===== config.mk =====
export PLATFORM = sky130hd
export DESIGN_NAME = kbd_fifo
export DESIGN_NICKNAME = d
export VERILOG_FILES = /design/src/rtl/kbd_fifo.sv
export SDC_FILE = /design/constraint.sdc
export NUM_CORES = 1
export LEC_CHECK = 0
export CORE_AREA = 8 8 147 149
export DETAILED_ROUTE_END_ITERATION = 7
export DIE_AREA = 0 0 155 157
export GPL_ROUTABILITY_DRIVEN = 0
export GPL_TIMING_DRIVEN = 0
export HOLD_SLACK_MARGIN = 0.05
export PLACE_DENSITY_LB_ADDON = 0.15
export SKIP_CTS_REPAIR_TIMING = 1
export SYNTH_ARGS = -nofsm -noshare
export SYNTH_HDL_FRONTEND = slang
export SYNTH_SLANG_ARGS = --single-unit
export TNS_END_PERCENT = 30

===== constraint.sdc =====
create_clock -name clock -period 3.3 [get_ports clock]
set_input_delay 0.66 -clock clock [delete_from_list [all_inputs] [get_ports clock]]
set_output_delay 0.66 -clock clock [all_outputs]
set_load 0.01 [all_outputs]

===== src/rtl/kbd_fifo.sv =====
// Key-event FIFO: turns the decoder's level-style ASCII into press events with
// typematic auto-repeat, and queues them for the CPU to pop one at a time.
module kbd_fifo #(
    parameter int DEPTH         = 16,
    parameter int REPEAT_DELAY  = 500000,
    parameter int REPEAT_PERIOD = 50000
) (
    input  logic                   clock,
    input  logic                   reset,
    input  logic [7:0]             key_ascii,
    input  logic                   rd_en,
    input  logic                   clear,
    output logic [7:0]             dout,
    output logic                   empty,
    output logic                   full,
    output logic [$clog2(DEPTH):0] count,
    output logic                   overflow
);

    localparam int AW   = $clog2(DEPTH);
    localparam int CMAX = (REPEAT_DELAY > REPEAT_PERIOD) ? REPEAT_DELAY : REPEAT_PERIOD;
    localparam int CW   = $clog2(CMAX) + 1;

    localparam logic [CW-1:0] CNT_ONE    = CW'(1);
    localparam logic [CW-1:0] DELAY_END  = CW'(REPEAT_DELAY);
    localparam logic [CW-1:0] PERIOD_END = CW'(REPEAT_PERIOD);
    localparam logic          REPEAT_EN  = (REPEAT_DELAY != 0);
    localparam logic [AW:0]   PTR_ONE    = (AW+1)'(1);

    typedef enum logic [1:0] {
        IDLE,
        DELAY,
        REPEAT
    } rep_state_t;

    // ------------------------------------------------------------------
    // Press detection and repeat timer
    // ------------------------------------------------------------------
    logic [7:0]    prev_key;
    logic          press;
    logic          key_held;
    rep_state_t    state, state_nxt;
    logic [CW-1:0] cnt, cnt_nxt;
    logic          rep_push;

    assign key_held = (key_ascii != 8'h00);
    assign press    = key_held && (key_ascii != prev_key);

    always_comb begin
        state_nxt = state;
        cnt_nxt   = cnt;
        rep_push  = 1'b0;
        case (state)
            IDLE: begin
                if (press && REPEAT_EN) begin
                    state_nxt = DELAY;
                    cnt_nxt   = CNT_ONE;
                end
            end
            DELAY, REPEAT: begin
                if (!key_held) begin
                    state_nxt = IDLE;
                    cnt_nxt   = '0;
                end else if (press) begin
                    // A different key restarts the full initial delay
                    state_nxt = DELAY;
                    cnt_nxt   = CNT_ONE;
                end else if (cnt == ((state == DELAY) ? DELAY_END : PERIOD_END)) begin
                    rep_push  = 1'b1;
                    state_nxt = REPEAT;
                    cnt_nxt   = CNT_ONE;
                end else begin
                    cnt_nxt   = cnt + CNT_ONE;
                end
            end
            default: begin
                state_nxt = IDLE;
                cnt_nxt   = '0;
            end
        endcase
    end

    // ------------------------------------------------------------------
    // FIFO storage and pointers (one extra wrap bit)
    // ------------------------------------------------------------------
    logic [7:0]  mem [DEPTH];
    logic [AW:0] wr_ptr, rd_ptr;
    logic        push_req;
    logic        do_pop;
    logic        do_push;
    logic        drop;

    assign empty = (wr_ptr == rd_ptr);
    assign full  = (wr_ptr[AW-1:0] == rd_ptr[AW-1:0]) && (wr_ptr[AW] != rd_ptr[AW]);
    assign count = wr_ptr - rd_ptr;
    assign dout  = empty ? 8'h00 : mem[rd_ptr[AW-1:0]];

    // Press and repeat requests never coincide, so a simple OR suffices
    assign push_req = press || rep_push;
    assign do_pop   = rd_en && !empty;
    assign do_push  = push_req && (!full || do_pop);
    assign drop     = push_req && full && !do_pop;

    always_ff @(posedge clock or posedge reset) begin
        if (reset) begin
            prev_key <= 8'h00;
            state    <= IDLE;
            cnt      <= '0;
            wr_ptr   <= '0;
            rd_ptr   <= '0;
            overflow <= 1'b0;
        end else begin
            prev_key <= key_ascii;
            state    <= state_nxt;
            cnt      <= cnt_nxt;
            if (clear) begin
                // Flush only the queue; a held key keeps repeating afterwards
                wr_ptr   <= '0;
                rd_ptr   <= '0;
                overflow <= 1'b0;
            end else begin
                if (do_push) wr_ptr <= wr_ptr + PTR_ONE;
                if (do_pop)  rd_ptr <= rd_ptr + PTR_ONE;
                if (drop)    overflow <= 1'b1;
            end
        end
    end

    // When full with a pop, the write slot is the head being retired this edge
    always_ff @(posedge clock) begin
        if (do_push && !clear)
            mem[wr_ptr[AW-1:0]] <= key_ascii;
    end

endmodule


==> impl_metrics.toml <==
[outcome]
status = "completed"

[critical_path]
crit_top_cell = "mux4_2"
cpLargestDelayFamily = "multiplexers"
critPathMaxFanout = 8
worstPathArrival_ns = 2.57
cp.required_ns = 2.64
max_stage_delay_ns = 0.51
crit_path_top_delay_cell = "mux4_2"
crit_path_end_kind = "output pin"
path_class = "reg -> out"
critical_path_buf_inv_count = 4
critPathLaunchType = "flip-flop"
crit_chain = "buf_6 > buf_12 > buf_4 > mux4_2 > mux4_2 > nor2b_1 > dlymetal6s2s_1"
r2r_slack_ns = 0.20

[cells_and_area]
nets = 591
layout_common_cells = "edfxtp_1, dfrtp_1, mux4_2"
n_fill_cell = 1648
diodes = 0
multi_input_area_mm2 = 0.00274
final_common_cell = "edfxtp_1"
fin_cells = 842
final_layout_size_suffix_gt1_frac = 0.232
syn2layout_area_growth_pct = 19.2
register_area_mm2 = 0.00487

[grt]
grt_pass1_wl_mm = 27.3
grt_start_max_net_pins = 36
antenna_found_initial = 0
grt_pass1_vias = 4705
grtUsageTotal = 0.149
grt-ovfl-total = 0

[logic_synthesis]
ys_warn_count = 0
async_reset_ff_frac = 0.243
ys_ff_latch = 169
synthCells = 505
synth-main-ff-cell = "edfxtp_1"
avgSynthCellArea_um2 = 15.3
synth_edf_count = 128
synth-seq-area-share = 0.631
ys_types = 52
synth_nets = 532
netlist_area_mm2 = 0.00772

[clock_network]
cts_tree = "yes"
cts.sinks = 169
clk_latency_ns = 0.42
htree_levels = 4
cts_made_buffers = 17
clk_path_buf_depth = 2
clkTransAtPathRegs_ns = 0.07
root_buffer = "clkbuf_16"

[placement]
place_ws_ns = -1.22
dp.final_hpwl_mm = 12.0
dp_cells = 801
numPortBuffers = 26

[pwr]
vdd.ir_drop.worst_mv = 0.359
power_per_cell_area_mw_per_mm2 = 582
p_leak_uw = 0.00317

[sta]
maxSlewHeadroom = 0.420
fmax_mhz = 310
drv_slew = 0
finalClockSkew_ns = 0.0100
finalHoldViolCount = 0
setup_slack_ns = 0.0744
period_needed_ns = 3.23
setup_violations = 0
holdWs_ns = 0.449
worst_pin_slew_ns = 0.865
fin_crit_sh = 0.977

[die]
die_height_um = 157
num_rows = 51
fp.coreArea_mm2 = 0.0192
boundaryPins = 28
die_w_um = 155
initial_core_util = 0.402
die_area_mm2 = 0.0243

[drt]
drt_wl_total_mm = 17.5
viasPerCell = 5.56
dr.pass1.iters = 6
drcViolationCount = 0
ant_nets = 0
wl_per_cell_um = 20.8
drt_iter0_drc = 437
vias = 4680

[run]
maxCapViolations = 0

[min_path]
hold_path.class = "in -> async"
## metrics by stage
step	instance area [um2]	utilization	setup TNS (ns)	power, uW
CTS	8980	0.468	-77.48	5320
detailed placement	8410	0.438	-138.45	3380
global placement	8310	0.433	-179.51	3360
finish	9200	0.479	0	5350
global route	9200	0.479	-0.0121	5560
floorplan	7720	-	0	3000
## report_power, final
part	switching [uW]	internal [uW]	total, uW
logic	509	532	1040
clock network	881	1070	1950
registers	27.3	2340	2370
## worst register-to-register path: stages, from the launching register on
cell and delay [ns]:
dfrtp_1 0.35, inv_1 0.08, ha_1 0.25, o22a_1 0.24, nor4_2 0.37, nand4b_4 0.20
a22o_1 0.23, buf_6 0.15, buf_6 0.16, nor3_2 0.68
## flip-flops by register name, indices dropped and copies added, names as in the netlist
name      flops
mem         128
cnt          20
wr_ptr        5
state         2
rd_ptr        5
overflow      1
prev_key      8
## cell usage after synthesis (all sizes together), types with 3 or more instances
| cell type | instances | area share |
|---|---|---|
| nor2b | 12 | 0.0097 |
| nor3 | 18 | 0.012 |
| mux2i | 10 | 0.013 |
| nand4 | 22 | 0.018 |
| a32oi | 18 | 0.020 |
| nor2 | 15 | 0.0073 |
| and3 | 7 | 0.0057 |
| xnor2 | 15 | 0.017 |
| a21oi | 11 | 0.0071 |
| mux4 | 40 | 0.12 |
| or3 | 5 | 0.0041 |
| inv | 28 | 0.014 |
| edfxtp | 128 | 0.50 |
| mux2 | 4 | 0.0058 |
| clkbuf | 23 | 0.011 |
| o22ai | 10 | 0.0099 |
| buf | 6 | 0.0053 |
| nand2b | 11 | 0.0089 |
| nand2 | 15 | 0.0073 |
| nor4 | 10 | 0.011 |
| dfrtp | 41 | 0.13 |
| nand3 | 13 | 0.0084 |
| and2 | 3 | 0.0024 |
| ha | 14 | 0.023 |
## final timing paths
kind,start,endpoint,cells past startpoint
worst max register to register,state[1]$_DFFE_PP0P_,mem[13][3]$_DFFE_PP_,9
max in group asynchronous,reset,cnt[7]$_DFFE_PP0P_,3
worst min register to register,cnt[19]$_DFFE_PP0P_,cnt[19]$_DFFE_PP0P_,1
worst max-delay path,rd_ptr[0]$_DFFE_PP0P_,dout[2],7
min in group clock,cnt[19]$_DFFE_PP0P_,cnt[19]$_DFFE_PP0P_,1
worst min-delay path,reset,wr_ptr[1]$_DFFE_PP0P_,2
## cell families (layout without fill, tap and decap cells)
logic type,Yosys count,count (layout),share of synthesized area
AO/OA/AOI/OAI,56,56,0.0558
XOR/XNOR,16,16,0.0182
adder cells (fa/ha/maj),15,15,0.0253
buffers and inverters,57,129,0.0301
flip-flops,169,169,0.631
multiplexers,54,54,0.136
AND/OR/NAND/NOR,138,138,0.104
## area by class of cell
| type | instances | share of cell area |
|---|---|---|
| inverters | 28 | 0.0117 |
| repair buffers | 41 | 0.0405 |
| clock buffers | 17 | 0.0462 |
| well taps | 265 | 0.0360 |
| multi-input cells | 279 | 0.297 |
| flip-flops and latches | 169 | 0.529 |
| plain buffers | 28 | 0.0220 |
| clock inverters | 15 | 0.0167 |
## routing by layer
metal | up-vias | track usage | routed length (um)
li1 | 2118 | - | -
met1 | 2422 | 0.186 | 7670
met2 | 118 | 0.252 | 8940
met3 | 22 | 0.0293 | 598
met4 | 0 | 0.0532 | 260
met5 | - | 0 | 0
(Power assumes the default switching activity.)
